**config.mk**
```make
export PLATFORM = sky130hd
export DESIGN_NAME = cic_comp_fir
export DESIGN_NICKNAME = d
export VERILOG_FILES = /design/src/rtl/cic_comp_fir_pkg.sv /design/src/rtl/cic_comp_fir_lane.sv /design/src/rtl/cic_comp_fir.sv
export SDC_FILE = /design/constraint.sdc
export NUM_CORES = 2
export LEC_CHECK = 0
export BUFFER_PORTS_ARGS = -buffer_cell sky130_fd_sc_hd__buf_2
export CORE_MARGIN = 2
export CORE_UTILIZATION = 60
export CTS_CLUSTER_SIZE = 25
export DETAILED_ROUTE_END_ITERATION = 10
export GPL_ROUTABILITY_DRIVEN = 1
export GPL_TIMING_DRIVEN = 0
export PLACE_DENSITY_LB_ADDON = 0.15
export REMOVE_ABC_BUFFERS = 1
export SYNTH_ARGS = -nofsm -noshare
export SYNTH_HDL_FRONTEND = slang
export SYNTH_SLANG_ARGS = --single-unit
```
**constraint.sdc**
```tcl
create_clock -name i_clock -period 18.8 [get_ports i_clock]
set_input_delay 0.94 -clock i_clock [delete_from_list [all_inputs] [get_ports i_clock]]
set_output_delay 0.94 -clock i_clock [all_outputs]
set_load 0.03 [all_outputs]
```
**src/rtl/cic_comp_fir_pkg.sv**
```systemverilog
// cic_comp_fir_pkg: shared constants, compensation coefficients and FSM states
// for the CIC compensation FIR. Coefficients are Q1.17, symmetric, and sum to
// 2^17 (unity DC gain).
package cic_comp_fir_pkg;

  localparam int unsigned NTAPS      = 21;
  localparam int unsigned COEF_WIDTH = 18;
  localparam int unsigned COEF_FRAC  = 17;

  typedef logic signed [COEF_WIDTH-1:0] coef_t;

  // Negative side lobes give sum|c| > 2^17, so full-scale inputs can clip.
  localparam coef_t COEFS [NTAPS] = '{
    -18'sd100,  -18'sd200,   18'sd150,   18'sd500,  -18'sd300,
    -18'sd1200,  18'sd600,   18'sd3000, -18'sd2000,  18'sd20000,
     18'sd90172,
     18'sd20000, -18'sd2000,  18'sd3000,  18'sd600, -18'sd1200,
    -18'sd300,   18'sd500,   18'sd150,  -18'sd200,  -18'sd100
  };

  typedef enum logic [1:0] {
    IDLE = 2'd0,
    MAC  = 2'd1,
    RND  = 2'd2,
    OUT  = 2'd3
  } state_t;

endpackage

```
**src/rtl/cic_comp_fir_lane.sv**
```systemverilog
// cic_comp_fir_lane: one lane of the compensation FIR -- circular sample
// history, serial multiply-accumulate, round-half-up and saturation.
// Optional saturation flags are enabled by CIC_COMP_FIR_OFLOW_FLAGS_EN.
module cic_comp_fir_lane #(
  parameter int unsigned WIDTH      = 16,
  parameter int unsigned NTAPS      = cic_comp_fir_pkg::NTAPS,
  parameter int unsigned COEF_WIDTH = cic_comp_fir_pkg::COEF_WIDTH
) (
  input  logic                       i_clock,
  input  logic                       i_reset,
  input  logic                       accept,
  input  logic                       mac_en,
  input  logic                       rnd_en,
  input  logic                       out_en,
  input  logic [$clog2(NTAPS)-1:0]   tap,
  input  logic signed [WIDTH-1:0]    sample_in,
  output logic signed [WIDTH-1:0]    sample_out,
  output logic                       pos_oflow,
  output logic                       neg_oflow
);
  import cic_comp_fir_pkg::*;

  localparam int unsigned PTR_W  = $clog2(NTAPS);
  localparam int unsigned PROD_W = WIDTH + COEF_WIDTH;
  localparam int unsigned ACC_W  = PROD_W + $clog2(NTAPS);

  localparam logic [PTR_W-1:0]        LAST     = PTR_W'(NTAPS - 1);
  localparam logic signed [ACC_W-1:0] HALF     = ACC_W'(2 ** (COEF_FRAC - 1));
  localparam logic signed [ACC_W-1:0] SAT_MAX  = ACC_W'(2 ** (WIDTH - 1) - 1);
  localparam logic signed [ACC_W-1:0] SAT_MIN  = ~SAT_MAX;

  logic signed [WIDTH-1:0]      hist [NTAPS];
  logic [PTR_W-1:0]             wr_ptr;
  logic [PTR_W-1:0]             rd_ptr;
  logic signed [ACC_W-1:0]      acc;
  logic signed [COEF_WIDTH-1:0] coef_c;
  logic signed [PROD_W-1:0]     prod_c;
  logic signed [ACC_W-1:0]      rnd_c;
  logic signed [WIDTH-1:0]      sat_c;
  logic                         pos_c;
  logic                         neg_c;
  logic signed [WIDTH-1:0]      rnd_q;

  // Tap product and rounded/saturated view of the accumulator.
  always_comb begin
    coef_c = COEF_WIDTH'(COEFS[tap]);
    prod_c = hist[rd_ptr] * coef_c;
    rnd_c  = (acc + HALF) >>> COEF_FRAC;
    pos_c  = (rnd_c > SAT_MAX);
    neg_c  = (rnd_c < SAT_MIN);
    if (pos_c) begin
      sat_c = SAT_MAX[WIDTH-1:0];
    end else if (neg_c) begin
      sat_c = SAT_MIN[WIDTH-1:0];
    end else begin
      sat_c = rnd_c[WIDTH-1:0];
    end
  end

  // History write, newest-to-oldest MAC walk, round capture and output hold.
  always_ff @(posedge i_clock) begin
    if (i_reset) begin
      for (int i = 0; i < int'(NTAPS); i++) begin
        hist[i] <= '0;
      end
      wr_ptr     <= '0;
      rd_ptr     <= '0;
      acc        <= '0;
      rnd_q      <= '0;
      sample_out <= '0;
    end else begin
      if (accept) begin
        hist[wr_ptr] <= sample_in;
        rd_ptr       <= wr_ptr;
        wr_ptr       <= (wr_ptr == LAST) ? '0 : wr_ptr + 1'b1;
        acc          <= '0;
      end
      if (mac_en) begin
        acc    <= acc + ACC_W'(prod_c);
        rd_ptr <= (rd_ptr == '0) ? LAST : rd_ptr - 1'b1;
      end
      if (rnd_en) begin
        rnd_q <= sat_c;
      end
      if (out_en) begin
        sample_out <= rnd_q;
      end
    end
  end

`ifdef CIC_COMP_FIR_OFLOW_FLAGS_EN
  logic pos_q;
  logic neg_q;

  // Clip direction captured at rounding, presented only alongside the output.
  always_ff @(posedge i_clock) begin
    if (i_reset) begin
      pos_q     <= 1'b0;
      neg_q     <= 1'b0;
      pos_oflow <= 1'b0;
      neg_oflow <= 1'b0;
    end else begin
      if (rnd_en) begin
        pos_q <= pos_c;
        neg_q <= neg_c;
      end
      pos_oflow <= out_en & pos_q;
      neg_oflow <= out_en & neg_q;
    end
  end
`else
  assign pos_oflow = 1'b0;
  assign neg_oflow = 1'b0;
`endif

endmodule

```
**src/rtl/cic_comp_fir.sv**
```systemverilog
// cic_comp_fir: I/Q CIC compensation FIR. One shared FSM sequences two
// identical lanes: accept, NTAPS MAC cycles, round, output.
// Saturation flag outputs are live only with CIC_COMP_FIR_OFLOW_FLAGS_EN.
module cic_comp_fir #(
  parameter int unsigned WIDTH      = 16,
  parameter int unsigned NTAPS      = cic_comp_fir_pkg::NTAPS,
  parameter int unsigned COEF_WIDTH = cic_comp_fir_pkg::COEF_WIDTH
) (
  input  logic                    i_clock,
  input  logic                    i_reset,
  input  logic signed [WIDTH-1:0] i_inph,
  input  logic signed [WIDTH-1:0] i_quad,
  input  logic                    i_valid,
  output logic                    o_ready,
  output logic signed [WIDTH-1:0] o_inph,
  output logic signed [WIDTH-1:0] o_quad,
  output logic                    o_valid,
  output logic                    o_inph_pos_oflow,
  output logic                    o_inph_neg_oflow,
  output logic                    o_quad_pos_oflow,
  output logic                    o_quad_neg_oflow
);
  import cic_comp_fir_pkg::*;

  localparam int unsigned TAP_W = $clog2(NTAPS);
  localparam logic [TAP_W-1:0] LAST_TAP = TAP_W'(NTAPS - 1);

  state_t           state_q;
  state_t           state_c;
  logic [TAP_W-1:0] tap_q;
  logic             accept_c;
  logic             mac_en_c;
  logic             rnd_en_c;
  logic             out_en_c;

  assign accept_c = i_valid & o_ready;

  // State register, tap counter and registered handshake outputs.
  always_ff @(posedge i_clock) begin
    if (i_reset) begin
      state_q <= IDLE;
      tap_q   <= '0;
      o_ready <= 1'b1;
      o_valid <= 1'b0;
    end else begin
      state_q <= state_c;
      if (accept_c) begin
        tap_q <= '0;
      end else if (mac_en_c) begin
        tap_q <= tap_q + 1'b1;
      end
      o_ready <= (state_c == IDLE) || (state_c == OUT);
      o_valid <= out_en_c;
    end
  end

  // Next-state and lane strobes.
  always_comb begin
    state_c  = state_q;
    mac_en_c = 1'b0;
    rnd_en_c = 1'b0;
    out_en_c = 1'b0;
    case (state_q)
      IDLE: begin
        if (accept_c) state_c = MAC;
      end
      MAC: begin
        mac_en_c = 1'b1;
        if (tap_q == LAST_TAP) state_c = RND;
      end
      RND: begin
        rnd_en_c = 1'b1;
        state_c  = OUT;
      end
      OUT: begin
        out_en_c = 1'b1;
        state_c  = accept_c ? MAC : IDLE;
      end
      default: state_c = IDLE;
    endcase
  end

  cic_comp_fir_lane #(
    .WIDTH      (WIDTH),
    .NTAPS      (NTAPS),
    .COEF_WIDTH (COEF_WIDTH)
  ) u_lane_inph (
    .i_clock    (i_clock),
    .i_reset    (i_reset),
    .accept     (accept_c),
    .mac_en     (mac_en_c),
    .rnd_en     (rnd_en_c),
    .out_en     (out_en_c),
    .tap        (tap_q),
    .sample_in  (i_inph),
    .sample_out (o_inph),
    .pos_oflow  (o_inph_pos_oflow),
    .neg_oflow  (o_inph_neg_oflow)
  );

  cic_comp_fir_lane #(
    .WIDTH      (WIDTH),
    .NTAPS      (NTAPS),
    .COEF_WIDTH (COEF_WIDTH)
  ) u_lane_quad (
    .i_clock    (i_clock),
    .i_reset    (i_reset),
    .accept     (accept_c),
    .mac_en     (mac_en_c),
    .rnd_en     (rnd_en_c),
    .out_en     (out_en_c),
    .tap        (tap_q),
    .sample_in  (i_quad),
    .sample_out (o_quad),
    .pos_oflow  (o_quad_pos_oflow),
    .neg_oflow  (o_quad_neg_oflow)
  );

endmodule

```
==> metrics.md <==
| Metric | Value |
|---|---|
| Status | complete, no violations |
| Register area share after synthesis | 45.5% |
| Critical path data arrival time | between 10 and 15 ns |
| Total routed wirelength | approximately 180000 µm |
| WHS Path Cells | 2 |
| Total routing usage reported by global routing | between 20% and 30% |
| Worst max-slew margin expressed relative to the limit | 1.95% |
| Wire length per cell | around 24 µm |
| Synthesized flop and latch total | 1203 |
| Number of pins with negative max-slew slack in the final report | 0 |
| Maximum number of pins on one net before global-route repair | 91 |
| Port Buffers | roughly 70 |
| Overall die area | around 130000 µm² |
| Worst clock skew on the final layout | 0.0452 ns |
| Synthesized area divided by synthesized cell count | between 10 and 15 µm² |
| Post-CTS Hold Buffers | 0 |
| Via count of the first global-routing pass | 46302 |
| DR vias | about 45000 |
| Antenna violations before repair | 6 |
| Buffers and inverters on the worst path | 6 |
| Number of design-rule violations left by the first detailed-router iteration | around 4000 |
| Area share of the leading cell type in the synthesized netlist | 40.7% |
| Clock tree from TritonCTS | built |
| Number of standard cells in the layout, taps in and fillers out | between 7000 and 8000 |
| Post-detailed-route DRC marker count | 0 |
| Register clock-pin slew on the reported worst setup and hold paths | about 0.07 ns |
| Unrepaired setup endpoints after global routing | no |
| Cell with the largest stage delay on the worst path | sky130_fd_sc_hd__mux2i_1 |
| Inserted Diodes | 0 |
| Type of the worst setup path | reg2reg |
| Total number of H-tree levels | 3 |
| Number of distinct library cell variants in the gate-level netlist after synthesis | a little under 80 |
| Required time at the worst-slack endpoint | roughly 19 ns |
| Number of enable flip-flop cells after synthesis | ~1000 |
| Post-route fraction of the period consumed by the critical path | a little over half |
| Xor/xnor share of the synthesized area | under 10% |
| PostCTS Resize Cnt | 0 |
| Critical register-to-register path endpoint | u_lane_inph.acc[37] |
| TritonCTS buffer count | ~120 |
| Share of synthesized cell area in and, or, nand and nor gates | approximately an eighth |
| Synth Warn # | 0 |
| Final ANT Viol Nets | 0 |
| Area taken by flip-flops and latches | between 30000 and 40000 µm² |
| CP peak stage delay | approximately 0.8 ns |
| Cell Rows | 130 |
| Hold_sp | u_lane_quad.sample_out[12] |
| Min Tclk post-route | 9.82 ns |
| Max cap viols | 0 |
| Fraction of final layout cells sized beyond drive strength 1 | 13.3% |
| Endpoint kind of the worst setup timing path | register |
| Cell area after technology mapping | 75500 µm² |
| Placeable core region | ~130000 µm² |
| Total number of cells along the worst setup path | 27 |
| CTS sink count | ~1200 |
| Adder and majority gate portion of the synthesized area | 21.7% |
| Largest family of logic cells by synthesized area | adder cells |
| TritonRoute pass-1 iters | 6 |
| Synthesized instance count | 5877 |
| Fill cell total of the finished layout | just over 9000 |
| FFs w/ async S/R, synth | 0% |
| Post-placement cell count | ~7300 |
| Final-stage net count | roughly 6800 |
| Count of cells along the worst register-to-register path | 27 |
| Clk root buf | sky130_fd_sc_hd__clkbuf_16 |
| Footprint of the multi-input gates | approximately 37000 µm² |
| Per-cell via count in the routed design | 5.89 |
| Die height | roughly 360 µm |
| Starting density of the core | 60.3% |
| Timing-limited maximum frequency | between 100 and 150 MHz |
| Post-CTS repair timing setup buffer count | 0 |
| Routability congestion estimate | between 0.8 and 0.9 |
| Total Negative Setup Slacks | 0 ns |
| Complex-gate fraction of the synthesized area | about 3.5% |
| Grt total ovfl | 0 |
| Setup crit start kind | register |
| Family of cells with the greatest summed delay on the critical path | adder cells |
| Synth top area cells | sky130_fd_sc_hd__edfxtp_1, sky130_fd_sc_hd__fa_1, sky130_fd_sc_hd__mux4_2, sky130_fd_sc_hd__and2_1, sky130_fd_sc_hd__dfxtp_1 |
| Clock network latency to the later pin of the worst-skew pair | 0.75 ns |
| Hold Fails Final Rpt | 0 |
| Share of cell area taken by muxes after synthesis | 10.2% |
| Dominant synthesized flop cell | sky130_fd_sc_hd__edfxtp_1 |
| Worst-margin pin slew | roughly 1.5 ns |
| Detailed-placement wirelength estimate | 124000 µm |
| Final-report setup violation count | 0 |
| Die boundary width | 359 µm |
| FF-to-FF setup slack | approximately 9.0 ns |
| Top-level I/O count | between 70 and 80 |
| Longest Clk Path Bufs | 3 |
| Most prevalent standard cell on the critical path | sky130_fd_sc_hd__fa_1 |
| Area Growth Syn to Fin | 8.25% |
| Largest area contributor in the netlist | sky130_fd_sc_hd__edfxtp_1 |
| Worst Hold Endpoint | u_lane_quad.sample_out[12] |
| Max Fanout on Critical Path | 35 |
| Class of the tightest hold or removal check | reg2reg |
| First-pass GRT wire length | 279000 µm |
==> flip-flops by register name (all words and copies together), names as in the netlist, 16 cells and up, named ones only <==
name and cells:
u_lane_inph.sample_out 16, u_lane_quad.rnd_q 16, u_lane_quad.hist 512, u_lane_quad.sample_out 16, u_lane_inph.hist 512, u_lane_quad.acc 38, u_lane_inph.acc 38, u_lane_inph.rnd_q 16
==> placed cells by master, fill, tap and decap left out, types with 12 or more instances in the layout <==
master	n
sky130_fd_sc_hd__inv_1	769
sky130_fd_sc_hd__mux2i_2	13
sky130_fd_sc_hd__buf_8	30
sky130_fd_sc_hd__or3_1	14
sky130_fd_sc_hd__mux2_2	18
sky130_fd_sc_hd__clkinv_2	29
sky130_fd_sc_hd__a21oi_1	128
sky130_fd_sc_hd__nor3_1	32
sky130_fd_sc_hd__xor2_1	47
sky130_fd_sc_hd__a22oi_1	40
sky130_fd_sc_hd__a31oi_1	15
sky130_fd_sc_hd__nand2b_1	49
sky130_fd_sc_hd__dfxtp_1	169
sky130_fd_sc_hd__nor2_2	26
sky130_fd_sc_hd__a21o_1	29
sky130_fd_sc_hd__nand4_1	19
sky130_fd_sc_hd__o21ai_1	13
sky130_fd_sc_hd__xnor2_1	66
sky130_fd_sc_hd__edfxtp_1	1024
sky130_fd_sc_hd__o211ai_1	19
sky130_fd_sc_hd__nand2_1	368
sky130_fd_sc_hd__and2_1	729
sky130_fd_sc_hd__buf_2	67
sky130_fd_sc_hd__a211oi_1	16
sky130_fd_sc_hd__buf_16	12
sky130_fd_sc_hd__o21ai_0	57
sky130_fd_sc_hd__o21a_1	23
sky130_fd_sc_hd__fa_1	666
sky130_fd_sc_hd__clkinv_1	26
sky130_fd_sc_hd__nor2_1	404
sky130_fd_sc_hd__clkbuf_16	123
sky130_fd_sc_hd__mux4_2	320
sky130_fd_sc_hd__nand3_1	41
sky130_fd_sc_hd__clkbuf_1	17
sky130_fd_sc_hd__ha_1	246
sky130_fd_sc_hd__or2_2	42
==> Yosys cell counts, drive strengths merged (4+ instances only) <==
| master | number |
|---|---|
| xnor2 | 66 |
| mux2i | 22 |
| a21o | 29 |
| nor2 | 432 |
| xor2 | 47 |
| o211ai | 19 |
| o21bai | 10 |
| and2 | 729 |
| fa | 666 |
| a22oi | 40 |
| nor4 | 5 |
| edfxtp | 1024 |
| o31ai | 5 |
| and4 | 5 |
| nand3b | 9 |
| mux2 | 18 |
| o31a | 5 |
| nand2b | 50 |
| clkbuf | 246 |
| or3b | 5 |
| or3 | 14 |
| buf | 77 |
| nor3 | 35 |
| nand3 | 42 |
| a32oi | 4 |
| a31oi | 15 |
| inv | 775 |
| ha | 246 |
| o2111ai | 4 |
| a211oi | 17 |
| mux4 | 320 |
| or2 | 42 |
| nand4 | 19 |
| a21oi | 131 |
| o21ai | 74 |
| and3 | 10 |
| a221oi | 4 |
| o21a | 23 |
| dfxtp | 179 |
| nor2b | 5 |
| nand2 | 368 |
| o41ai | 4 |
==> layer usage <==
layer / GRT usage, % / share of wire [%] / up-vias
li1: - / - / 19673
met1: 41.2 / 42 / 22910
met2: 45.8 / 48 / 1659
met3: 3.85 / 7.5 / 311
met4: 8.97 / 3.0 / 4
met5: 0 / 0.015 / -
==> stage by stage <==
stage	cell area [µm²]	setup WS, ns	util, %	hold slack (ns)
after detailed placement	77800	9.01	62.1	0.443
after floorplan	74100	6.15	-	0.426
after CTS	81800	8.96	65.3	0.447
after global placement	76500	1.57	61.1	0.438
final	81800	8.98	65.3	0.450
after global routing	81800	8.51	65.3	0.466
==> logic make-up after synthesis <==
family,count (synthesis)
AOI/OAI and AO/OA,411
xor gates and xnor gates,113
adders and majority gates,912
buffers and inverters,1099
DFF,1203
muxes,360
other,1
and+or+nand+nor,1778
==> worst register-to-register path, stage by stage (launching register included) <==
cell and delay, ns:
sky130_fd_sc_hd__dfxtp_4 0.78, sky130_fd_sc_hd__buf_16 0.35, sky130_fd_sc_hd__buf_16 0.32, sky130_fd_sc_hd__mux4_2 0.66, sky130_fd_sc_hd__mux4_2 0.52, sky130_fd_sc_hd__mux2i_1 0.82, sky130_fd_sc_hd__nor2_1 0.15, sky130_fd_sc_hd__fa_1 0.59
sky130_fd_sc_hd__inv_1 0.05, sky130_fd_sc_hd__fa_1 0.49, sky130_fd_sc_hd__fa_1 0.50, sky130_fd_sc_hd__fa_1 0.55, sky130_fd_sc_hd__inv_1 0.05, sky130_fd_sc_hd__fa_1 0.47, sky130_fd_sc_hd__inv_1 0.05, sky130_fd_sc_hd__fa_1 0.47
sky130_fd_sc_hd__inv_1 0.04, sky130_fd_sc_hd__ha_1 0.36, sky130_fd_sc_hd__and3_1 0.24, sky130_fd_sc_hd__nand4_1 0.10, sky130_fd_sc_hd__nand2_1 0.06, sky130_fd_sc_hd__a41oi_1 0.37, sky130_fd_sc_hd__a21oi_1 0.28, sky130_fd_sc_hd__o21a_1 0.29
sky130_fd_sc_hd__a31oi_1 0.37, sky130_fd_sc_hd__a21oi_1 0.23, sky130_fd_sc_hd__or4_1 0.51, sky130_fd_sc_hd__nand3_1 0.10
==> worst max path at each step <==
stage | slack (ns) | start | endpoint
after floorplan | 6.15 | register | u_lane_inph.acc[37]
after global placement | 1.57 | register | u_lane_inph.acc[37]
after detailed placement | 9.01 | register | u_lane_inph.acc[37]
after CTS | 8.96 | register | u_lane_inph.acc[37]
after global routing | 8.51 | register | u_lane_inph.acc[36]
final | 8.98 | register | u_lane_inph.acc[37]
==> layout make-up <==
class | instances | area share, %
clock inverter | 79 | 0.843
inverter | 776 | 3.56
clock buffer | 151 | 4.02
tap | 1650 | 2.53
multi-input combinational | 3578 | 45.4
timing repair buffer | 125 | 1.66
sequential | 1203 | 42.0
Power is left out: the tool's default activity adds up to more than one toggle a clock period on the data nets, which glitch-free logic cannot reach.
